$ cat src/rtl/arr_scan_ctrl.sv
// Sweep sequencer for the arr array: loads an LFSR-derived pattern into each
// selected instance, waits a settle window, then requests a compare and tallies failures.
module arr_scan_ctrl #(
  parameter int INSTANCES   = 255,
  parameter int IDX_W       = 8,
  parameter int DATA_W      = 255,
  parameter int SETTLE      = 2,
  parameter int ACK_TIMEOUT = 16,
  parameter int ERR_W       = 16
) (
  input  logic              scan_ctrl_clk_ip,
  input  logic              scan_ctrl_rst_ip,
  input  logic              scan_ctrl_start_ip,
  input  logic              scan_ctrl_abort_ip,
  input  logic [IDX_W-1:0]  scan_ctrl_first_ip,
  input  logic [IDX_W-1:0]  scan_ctrl_last_ip,
  input  logic [31:0]       scan_ctrl_seed_ip,
  input  logic              scan_ctrl_inject_ip,
  output logic [IDX_W-1:0]  scan_ctrl_sel_op,
  output logic              scan_ctrl_wr_op,
  output logic [DATA_W-1:0] scan_ctrl_sig0_op,
  output logic [DATA_W-1:0] scan_ctrl_sig1_op,
  output logic              scan_ctrl_chk_op,
  input  logic              scan_ctrl_chk_ack_ip,
  input  logic              scan_ctrl_chk_err_ip,
  output logic              scan_ctrl_busy_op,
  output logic              scan_ctrl_done_op,
  output logic              scan_ctrl_aborted_op,
  output logic              scan_ctrl_timeout_op,
  output logic [ERR_W-1:0]  scan_ctrl_err_cnt_op
);

  localparam logic [31:0]      POLY    = 32'h80200003;
  localparam int               CNT_MAX = (SETTLE > ACK_TIMEOUT) ? SETTLE : ACK_TIMEOUT;
  localparam int               CNT_W   = $clog2(CNT_MAX + 1);
  localparam int               REP     = (DATA_W + 31) / 32;
  localparam logic [IDX_W:0]   MAX_IDX = (IDX_W + 1)'(INSTANCES);
  localparam logic [ERR_W-1:0] ERR_MAX = '1;

  typedef enum logic [2:0] {
    S_IDLE, S_LOAD, S_SETTLE, S_CHECK, S_NEXT, S_DONE
  } state_t;

  state_t            r_state, w_next;
  logic [IDX_W-1:0]  r_sel, r_last;
  logic [31:0]       r_lfsr;
  logic [CNT_W-1:0]  r_cnt;
  logic [DATA_W-1:0] r_sig0, r_sig1;
  logic [ERR_W-1:0]  r_err_cnt;
  logic              r_aborted, r_timeout;

  logic [IDX_W-1:0]  w_first_c, w_last_c, w_load_sel;
  logic [31:0]       w_seed, w_lfsr_next, w_load_lfsr;
  logic [DATA_W-1:0] w_pat;
  logic              w_busy, w_abort, w_tmo, w_fail, w_enter_load;

  function automatic logic [IDX_W-1:0] clamp(input logic [IDX_W-1:0] x);
    if (x == '0) return IDX_W'(1);
    else if ({1'b0, x} > MAX_IDX) return MAX_IDX[IDX_W-1:0];
    else return x;
  endfunction

  // LFSR word repeated across the bus, bits at and above sel forced to zero
  function automatic logic [DATA_W-1:0] pattern(input logic [31:0] lfsr,
                                                input logic [IDX_W-1:0] sel);
    logic [REP*32-1:0] rep;
    rep = {REP{lfsr}};
    return rep[DATA_W-1:0] & ~({DATA_W{1'b1}} << sel);
  endfunction

  assign w_first_c    = clamp(scan_ctrl_first_ip);
  assign w_last_c     = clamp(scan_ctrl_last_ip);
  assign w_seed       = (scan_ctrl_seed_ip == 32'd0) ? 32'd1 : scan_ctrl_seed_ip;
  assign w_lfsr_next  = {1'b0, r_lfsr[31:1]} ^ (r_lfsr[0] ? POLY : 32'd0);
  assign w_busy       = r_state inside {S_LOAD, S_SETTLE, S_CHECK, S_NEXT};
  assign w_abort      = w_busy & scan_ctrl_abort_ip;
  assign w_tmo        = (r_state == S_CHECK) && !scan_ctrl_chk_ack_ip &&
                        (r_cnt == CNT_W'(ACK_TIMEOUT - 1));
  assign w_fail       = (r_state == S_CHECK) && !w_abort &&
                        ((scan_ctrl_chk_ack_ip && scan_ctrl_chk_err_ip) || w_tmo);
  assign w_enter_load = (w_next == S_LOAD) && (r_state != S_LOAD);
  assign w_load_sel   = (r_state == S_IDLE) ? w_first_c : r_sel + 1'b1;
  assign w_load_lfsr  = (r_state == S_IDLE) ? w_seed : w_lfsr_next;
  assign w_pat        = pattern(w_load_lfsr, w_load_sel);

  always_ff @(posedge scan_ctrl_clk_ip or posedge scan_ctrl_rst_ip) begin
    if (scan_ctrl_rst_ip) r_state <= S_IDLE;
    else                  r_state <= w_next;
  end

  // Abort overrides every transition out of a busy state
  always_comb begin
    w_next            = r_state;
    scan_ctrl_wr_op   = 1'b0;
    scan_ctrl_chk_op  = 1'b0;
    scan_ctrl_busy_op = 1'b0;
    scan_ctrl_done_op = 1'b0;
    case (r_state)
      S_IDLE: begin
        if (scan_ctrl_start_ip) w_next = (w_first_c > w_last_c) ? S_DONE : S_LOAD;
      end
      S_LOAD: begin
        scan_ctrl_wr_op   = 1'b1;
        scan_ctrl_busy_op = 1'b1;
        w_next            = S_SETTLE;
      end
      S_SETTLE: begin
        scan_ctrl_busy_op = 1'b1;
        if (r_cnt == CNT_W'(SETTLE - 1)) w_next = S_CHECK;
      end
      S_CHECK: begin
        scan_ctrl_chk_op  = 1'b1;
        scan_ctrl_busy_op = 1'b1;
        if (scan_ctrl_chk_ack_ip || w_tmo) w_next = S_NEXT;
      end
      S_NEXT: begin
        scan_ctrl_busy_op = 1'b1;
        w_next            = (r_sel == r_last) ? S_DONE : S_LOAD;
      end
      S_DONE: begin
        scan_ctrl_busy_op = 1'b1;
        scan_ctrl_done_op = 1'b1;
        w_next            = S_IDLE;
      end
      default: w_next = S_IDLE;
    endcase
    if (w_abort) w_next = S_DONE;
  end

  always_ff @(posedge scan_ctrl_clk_ip or posedge scan_ctrl_rst_ip) begin
    if (scan_ctrl_rst_ip) begin
      r_sel     <= '0;
      r_last    <= '0;
      r_lfsr    <= 32'd1;
      r_cnt     <= '0;
      r_sig0    <= '0;
      r_sig1    <= '0;
      r_err_cnt <= '0;
      r_aborted <= 1'b0;
      r_timeout <= 1'b0;
    end else begin
      if (r_state != w_next)                               r_cnt <= '0;
      else if (r_state == S_SETTLE || r_state == S_CHECK)  r_cnt <= r_cnt + 1'b1;

      if (r_state == S_IDLE && scan_ctrl_start_ip) begin
        r_err_cnt <= '0;
        r_aborted <= 1'b0;
        r_timeout <= 1'b0;
        r_lfsr    <= w_seed;
        r_sel     <= w_first_c;
        r_last    <= w_last_c;
      end else begin
        if (r_state == S_NEXT) r_lfsr <= w_lfsr_next;
        if (r_state == S_NEXT && w_next == S_LOAD) r_sel <= w_load_sel;
        if (w_fail && r_err_cnt != ERR_MAX) r_err_cnt <= r_err_cnt + 1'b1;
        if (w_tmo && !w_abort) r_timeout <= 1'b1;
        if (w_abort) r_aborted <= 1'b1;
      end

      // Pattern is captured on entry to LOAD so it stays stable until the next one
      if (w_enter_load) begin
        r_sig0 <= w_pat;
        r_sig1 <= w_pat ^ {{(DATA_W - 1){1'b0}}, scan_ctrl_inject_ip};
      end
    end
  end

  assign scan_ctrl_sel_op     = r_sel;
  assign scan_ctrl_sig0_op    = r_sig0;
  assign scan_ctrl_sig1_op    = r_sig1;
  assign scan_ctrl_aborted_op = r_aborted;
  assign scan_ctrl_timeout_op = r_timeout;
  assign scan_ctrl_err_cnt_op = r_err_cnt;

endmodule

$ cat config.mk
export PLATFORM = sky130hd
export DESIGN_NAME = arr_scan_ctrl
export DESIGN_NICKNAME = d
export VERILOG_FILES = /design/src/rtl/arr_scan_ctrl.sv
export SDC_FILE = /design/constraint.sdc
export NUM_CORES = 1
export LEC_CHECK = 0
export CAP_MARGIN = 20
export CORE_AREA = 2 2 231 233
export CTS_BUF_LIST = sky130_fd_sc_hd__clkbuf_4 sky130_fd_sc_hd__clkbuf_8
export DETAILED_ROUTE_END_ITERATION = 16
export DIE_AREA = 0 0 233 235
export GPL_ROUTABILITY_DRIVEN = 0
export PLACE_DENSITY_LB_ADDON = 0.1
export SETUP_SLACK_MARGIN = 0.5
export SLEW_MARGIN = 15
export SYNTH_ARGS = -nofsm -noshare
export SYNTH_HDL_FRONTEND = slang
export SYNTH_SLANG_ARGS = --single-unit
$ cat constraint.sdc
create_clock -name scan_ctrl_clk_ip -period 14.7 [get_ports scan_ctrl_clk_ip]
set_clock_uncertainty 0.1 [all_clocks]
set_input_delay 2.205 -clock scan_ctrl_clk_ip [delete_from_list [all_inputs] [get_ports scan_ctrl_clk_ip]]
set_output_delay 2.205 -clock scan_ctrl_clk_ip [all_outputs]
set_load 0.005 [all_outputs]
# Word-level counts from Yosys, hierarchy flattened
# Index checks and enable logic that the tools add are counted.
# totals
reg_bits	584
input_bits	55
output_inout_bits	540
elab_cells	88
# op_classes
n_addsub	3
order_cmp	1
eq_ne	12
shift	1
mux	29
bitwise_logic	5
n_reduce_logical	27
# op_table
cell	count
AND 255 bit	1
NOT 255 bit	1
left shift 255 x 8 -> 255 bit (first input constant)	1
bitwise XOR 255 x 1 -> 255 bit	1
2-to-1 mux 32 bit	5
2-to-1 mux 8 bit	5
logical NOT 32 bit	1
2-to-1 mux 16 bit	2
bitwise XOR 31 x 32 -> 32 bit	1
2-to-1 mux 3 bit	6
adder 16 x 1 -> 16 bit (second input constant)	1
logical NOT 8 bit	2
!= test 16 bit (second input constant)	1
one-hot mux 3 bit (5 select lines)	1
nonzero test 2 bit	6
logical AND 1 bit	10
2-to-1 mux 5 bit	2
adder 8 x 1 -> 8 bit (second input constant)	1
equality test 8 bit	1
greater-than comparator 8 bit	1
2-to-1 mux 1 bit	8
equality test 3 x 1 -> 1 bit (second input constant)	2
equality test 3 x 2 -> 1 bit (second input constant)	2
equality test 3 bit (second input constant)	2
11 further kinds	14

# Longest topological paths before layout
# logic_depth
ltp_word	11
mapped_depth	16
ltp_nobuf	11

# Least setup slack after synthesis
# Ideal clock, no wire load.
# synth_path
kind	input-to-reg
from	in scan_ctrl_first_ip[2]
to	reg r_sig0[251], in the netlist scan_ctrl_sig0_op[251]
setup_ps	92
arrival_time_ps	4771
t_required_ps	14508
path_slack_ps	9737
path_stages	14
n_path_buf	3
path_cell_list	clkbuf_1 nor3_1 nand2_1 nor2_1 nor2_1 ha_1 nand2_1 o41ai_1 a211oi_1 or4_1 buf_2 buf_6 or3_1 o31ai_2
# synth_via
elab_chain_cells	9
word_cells_on_any_way	13
classes_between	order compare (1); eq/ne (1); shift (1); mux (6); bitwise (2); reduce/logical (2)
# synth_rtl
element	line	source
start, declared	15	input logic [IDX_W-1:0] scan_ctrl_first_ip,
logical NOT 8 bit	58	if (x == '0) return IDX_W'(1);
2-to-1 mux 8 bit (*)	58	
greater-than comparator 8 bit	100	if (scan_ctrl_start_ip) w_next = (w_first_c > w_last_c) ? S_DONE : S_LOAD;
2-to-1 mux 3 bit (2 in series)	100	
one-hot mux 3 bit (5 select lines)	98	case (r_state)
2-to-1 mux 3 bit	127	if (w_abort) w_next = S_DONE;
equality test 3 x 1 -> 1 bit	81	assign w_enter_load = (w_next == S_LOAD) && (r_state != S_LOAD);
logical AND 1 bit	81	
end signal, assigned	162	r_sig0 <= w_pat;
end, declared	48	logic [DATA_W-1:0] r_sig0, r_sig1;
# Every way passes the cells marked *; elsewhere a longest branch is shown, timed or not.
# A chain may end at the register's enable or synchronous reset.

# Worst setup path in the final report
# layout_path
from	in scan_ctrl_first_ip[5]
to	reg r_sig0[233], in the netlist scan_ctrl_sig0_op[233]
# The elaborated chain is that of the path after synthesis.

==> results.md <==
Run status:
- The flow ran to the end, and the final reports show no timing, DRC or antenna violations.

Clock network:
- The source-to-sink clock delay at the later pin of the worst-skew pair is 0.66 ns.
- The CTS tree is done.
- Buffers inserted to repair hold after CTS numbered 0.
- No sink is reached through more buffers than the 3 on the longest clock path.
- The clock transition at the registers of the reported paths is 0.06 ns.
- The buffer cell driving the clock tree root is sky130_fd_sc_hd__clkbuf_8.
- The H-tree was split into 2 levels.
- Clock tree synthesis found a total of 330 sinks.
- The total CTS buffers is 59.
- After clock tree synthesis, the repair step resized 0 gates.
- The number of setup buffers added after CTS is 0.

Layout:
- The share of post-route cells with drive strength above 1 is 0.0863.
- At the end of the flow, the number of nets in the layout was 2224.
- Counting the fill cells in the layout gives 4957.
- The area used by multi-input combinational logic is 7320 um^2.
- The number of diodes added for antenna fixing is 0.
- The layout-stage area growth over the synthesis result is 33.1%.
- The post-route non-filler standard cell count is 2890.
- The sequential cells in the finished layout cover a total of 8260 um^2.

Power and ir drop:
- IR analysis of the VDD net gives a maximum drop of 181 uV.
- The power per cell area is 265 nW/um^2.
- For this design the static power due to leakage is 10.4 nW.

Logic synthesis:
- In the synthesized netlist the async set-or-reset flop fraction comes to 1.00.
- The share of the Yosys chip area taken by registers is 0.456.
- The net count after synthesis is 1932.
- Of the post-synthesis cell area, the dominant cell type holds 0.455.
- The dominant synthesized flop cell is sky130_fd_sc_hd__dfrtp_1.
- The library cell with the highest instance count after synthesis is sky130_fd_sc_hd__dfrtp_1.
- The synthesized area per cell is 9.71 um^2.
- The number of unique standard cell types used by synthesis is 66.
- The mapped netlist covers 18100 um^2.
- Ranked by instance count, the synthesized netlist is headed by sky130_fd_sc_hd__dfrtp_1 (329), sky130_fd_sc_hd__buf_4 (258), sky130_fd_sc_hd__a22o_1 (127).
- The largest total area in the synthesized netlist belongs to sky130_fd_sc_hd__dfrtp_1.
- The synthesized design contains 0 enable-type register cells.
- The count of mapped cells out of synthesis is 1866.
- After synthesis, the cell types taking the most area are sky130_fd_sc_hd__dfrtp_1 (45%), sky130_fd_sc_hd__buf_4 (11%), sky130_fd_sc_hd__a22o_1 (6.1%).
- The flop and latch count out of synthesis is 330.
- The number of warnings reported in the yosys synthesis log is 0.

Detailed routing:
- The routed via count divided by cell count is 5.60.
- The first detailed-routing pass ran for 7 iterations.
- The number of vias in the routed layout is 16.2k.
- The post-route DRC violation count is 0.
- The post-route antenna net violation count is 0.
- After detailed routing, the average wire length per cell comes to 26.5 um.
- Summed over all layers, the routed wires come to 76700 um.
- The starting DRC count in detailed routing is 1498.

STA:
- The worst pin sits at a relative slew slack of 0.250.
- The final hold violation count came to 0.
- The final count of pins violating max slew was 0.
- Adding up every negative setup slack in the final design gives 0 ns.
- Setup violations remaining at the end of the flow were counted as 0.
- Of the available clock period, the critical path in the final layout requires 0.439.
- At the pin with the least slew margin, the transition time is 1.09 ns.
- Setup repair after global routing left no endpoint under its margin.
- Timing would allow up to 0.155 GHz.
- The post-layout minimum cycle time is 6.46 ns.

Global route:
- The via count of the first global-routing pass is 15.4k.
- The total routing usage reported by global routing is 0.271.
- The initial antenna violation count is 1.
- The first global-routing pass estimated 110000 um of wire.
- The maximum number of pins on one net before global-route repair is 214.
- The total overflow left after global routing is 0.

Worst setup path:
- The number of buffer and inverter stages on the critical path is 3.
- The delay contributed by the slowest stage of the critical path is 0.84 ns.
- STA classifies the critical path endpoint as a register.
- Walking the worst path, the cells encountered are clkdlybuf4s50_1 > nor3_1 > nand2_1 > nor2_1 > nor2_1 > ha_1 > a21boi_0 > o311ai_0 > a211oi_1 > or4_4 > buf_4 > buf_4 > nor3_1 > a22o_1.
- At the worst endpoint, the arrival time is 6.89 ns.
- STA classifies the critical path startpoint as a primary input.
- Among cell families on the critical path, the largest total delay comes from buffers and inverters.
- The critical path starts at scan_ctrl_first_ip[5].
- For the worst setup path, the data required time is 15.13 ns.
- Along the worst path, the maximum fanout reaches 94.
- The category of the critical setup timing path is in -> reg.
- Among all stages on the critical path, the largest delay is contributed by sky130_fd_sc_hd__buf_4.
- The reg-to-reg startpoint is r_state[2].

Hold path:
- The type of the most critical hold path is reg -> reg.
- The beginning of the worst hold path is scan_ctrl_sig1_op[0].

Placement:
- The number of placed instances, taps included is 2778.
- The wire-length estimate of the detail-placed layout is 55000 um.
- The count of buffers inserted at the top-level ports is 594.

Floorplan:
- Row generation in the floorplan step produced 84 rows.
- The die span in y is 235 um.
- The die span in x is 233 um.
- The initial utilization of the core area, before any placement, comes to 0.347.
- The core footprint is 52200 um^2.
- The area of the die is 54800 um^2.
- The total I/O pin count is 595.

Run:
- The number of violations of the max-capacitance limit is 0.
==> worst paths after layout <==
path | depth (start not counted) | slack [ns] | end
worst max-delay path | 14 | 8.24 | scan_ctrl_sig0_op[233]
worst min-delay path | 2 | 0.39 | scan_ctrl_sig1_op[0]
worst max register to register | 8 | 9.84 | scan_ctrl_sig0_op[233]
worst min register to register | 2 | 0.39 | scan_ctrl_sig1_op[0]
max in group asynchronous | 4 | 10.58 | scan_ctrl_sig0_op[209]
min in group asynchronous | 2 | 1.88 | scan_ctrl_sig0_op[35]
==> flip-flops by register name (all words and copies together) (netlist names) <==
register and count:
scan_ctrl_err_cnt_op 16, r_state 3, r_last 8, scan_ctrl_timeout_op 1, scan_ctrl_sig0_op 255, scan_ctrl_sel_op 8
r_lfsr 32, scan_ctrl_aborted_op 1, scan_ctrl_sig1_op 1, r_cnt 5
==> worst register-to-register path: cells and delay by family (launching register included) <==
kind | cells | cell delay, ns
flip-flops | 1 | 0.72
AO/OA/AOI/OAI | 1 | 0.25
AND/OR/NAND/NOR | 5 | 2.08
buffers and inverters | 2 | 1.58
==> cell families after synthesis <==
logic type | synth area share
AO/OA/AOI/OAI | 0.253
buffers and inverters | 0.147
AND/OR/NAND/NOR | 0.100
flip-flops | 0.456
multiplexers | 0.0198
XOR/XNOR | 0.0164
adder cells (fa/ha/maj) | 0.00760
==> stage by stage <==
stage	total power, mW	worst slack [ns]	utilization	hold WS, ns	cell area [um^2]
after floorplan	3.68	3.26	-	0.367	18100
after global placement	5.42	7.76	0.436	0.370	22800
after detailed placement	5.46	7.68	0.436	0.372	22800
after CTS	6.40	8.35	0.460	0.388	24000
after global routing	6.76	7.90	0.462	0.419	24100
final	6.40	8.24	0.462	0.387	24100
==> cells in the final DEF (no fill, tap or decap), types with 8 or more instances in the layout <==
master,count
sky130_fd_sc_hd__o21ai_1,23
sky130_fd_sc_hd__buf_4,33
sky130_fd_sc_hd__inv_1,32
sky130_fd_sc_hd__dfrtp_1,329
sky130_fd_sc_hd__xnor2_1,20
sky130_fd_sc_hd__nor4_1,14
sky130_fd_sc_hd__a32o_1,22
sky130_fd_sc_hd__nor2_1,110
sky130_fd_sc_hd__a22o_1,127
sky130_fd_sc_hd__a311o_1,9
sky130_fd_sc_hd__a2111oi_0,34
sky130_fd_sc_hd__nand4_1,11
sky130_fd_sc_hd__o31ai_1,9
sky130_fd_sc_hd__nand2_1,116
sky130_fd_sc_hd__a211oi_1,35
sky130_fd_sc_hd__o21ai_0,106
sky130_fd_sc_hd__clkdlybuf4s50_1,594
sky130_fd_sc_hd__nand2b_1,8
sky130_fd_sc_hd__nand3_1,34
sky130_fd_sc_hd__nor3_1,34
sky130_fd_sc_hd__o22ai_1,60
sky130_fd_sc_hd__xor2_1,14
sky130_fd_sc_hd__mux2i_1,30
sky130_fd_sc_hd__clkbuf_4,25
sky130_fd_sc_hd__a21o_1,75
sky130_fd_sc_hd__and3_1,9
sky130_fd_sc_hd__a21oi_1,64
sky130_fd_sc_hd__clkbuf_8,75
sky130_fd_sc_hd__ha_1,11
sky130_fd_sc_hd__o211ai_1,16
==> routing by layer <==
layer,track usage,routed length [um]
met5,0,0
met4,0.0743,1850
met3,0.0444,4740
met2,0.433,35800
met1,0.378,34300
==> layout make-up <==
| class | count | share of cell area |
|---|---|---|
| repair buffers | 632 | 0.261 |
| well taps | 688 | 0.0357 |
| inverters | 33 | 0.00545 |
| clock buffers | 100 | 0.0506 |
| flip-flops and latches | 330 | 0.342 |
| clock inverters | 5 | 0.00135 |
| multi-input cells | 1102 | 0.304 |
==> power by group <==
part	switching (mW)	total [mW]	leakage, nW	internal [mW]
combinational	2.18	3.80	5.36	1.62
sequential	0.437	1.68	4.33	1.25
clock	0.404	0.920	0.663	0.517
Note: power is estimated with default switching activity, not from simulation.
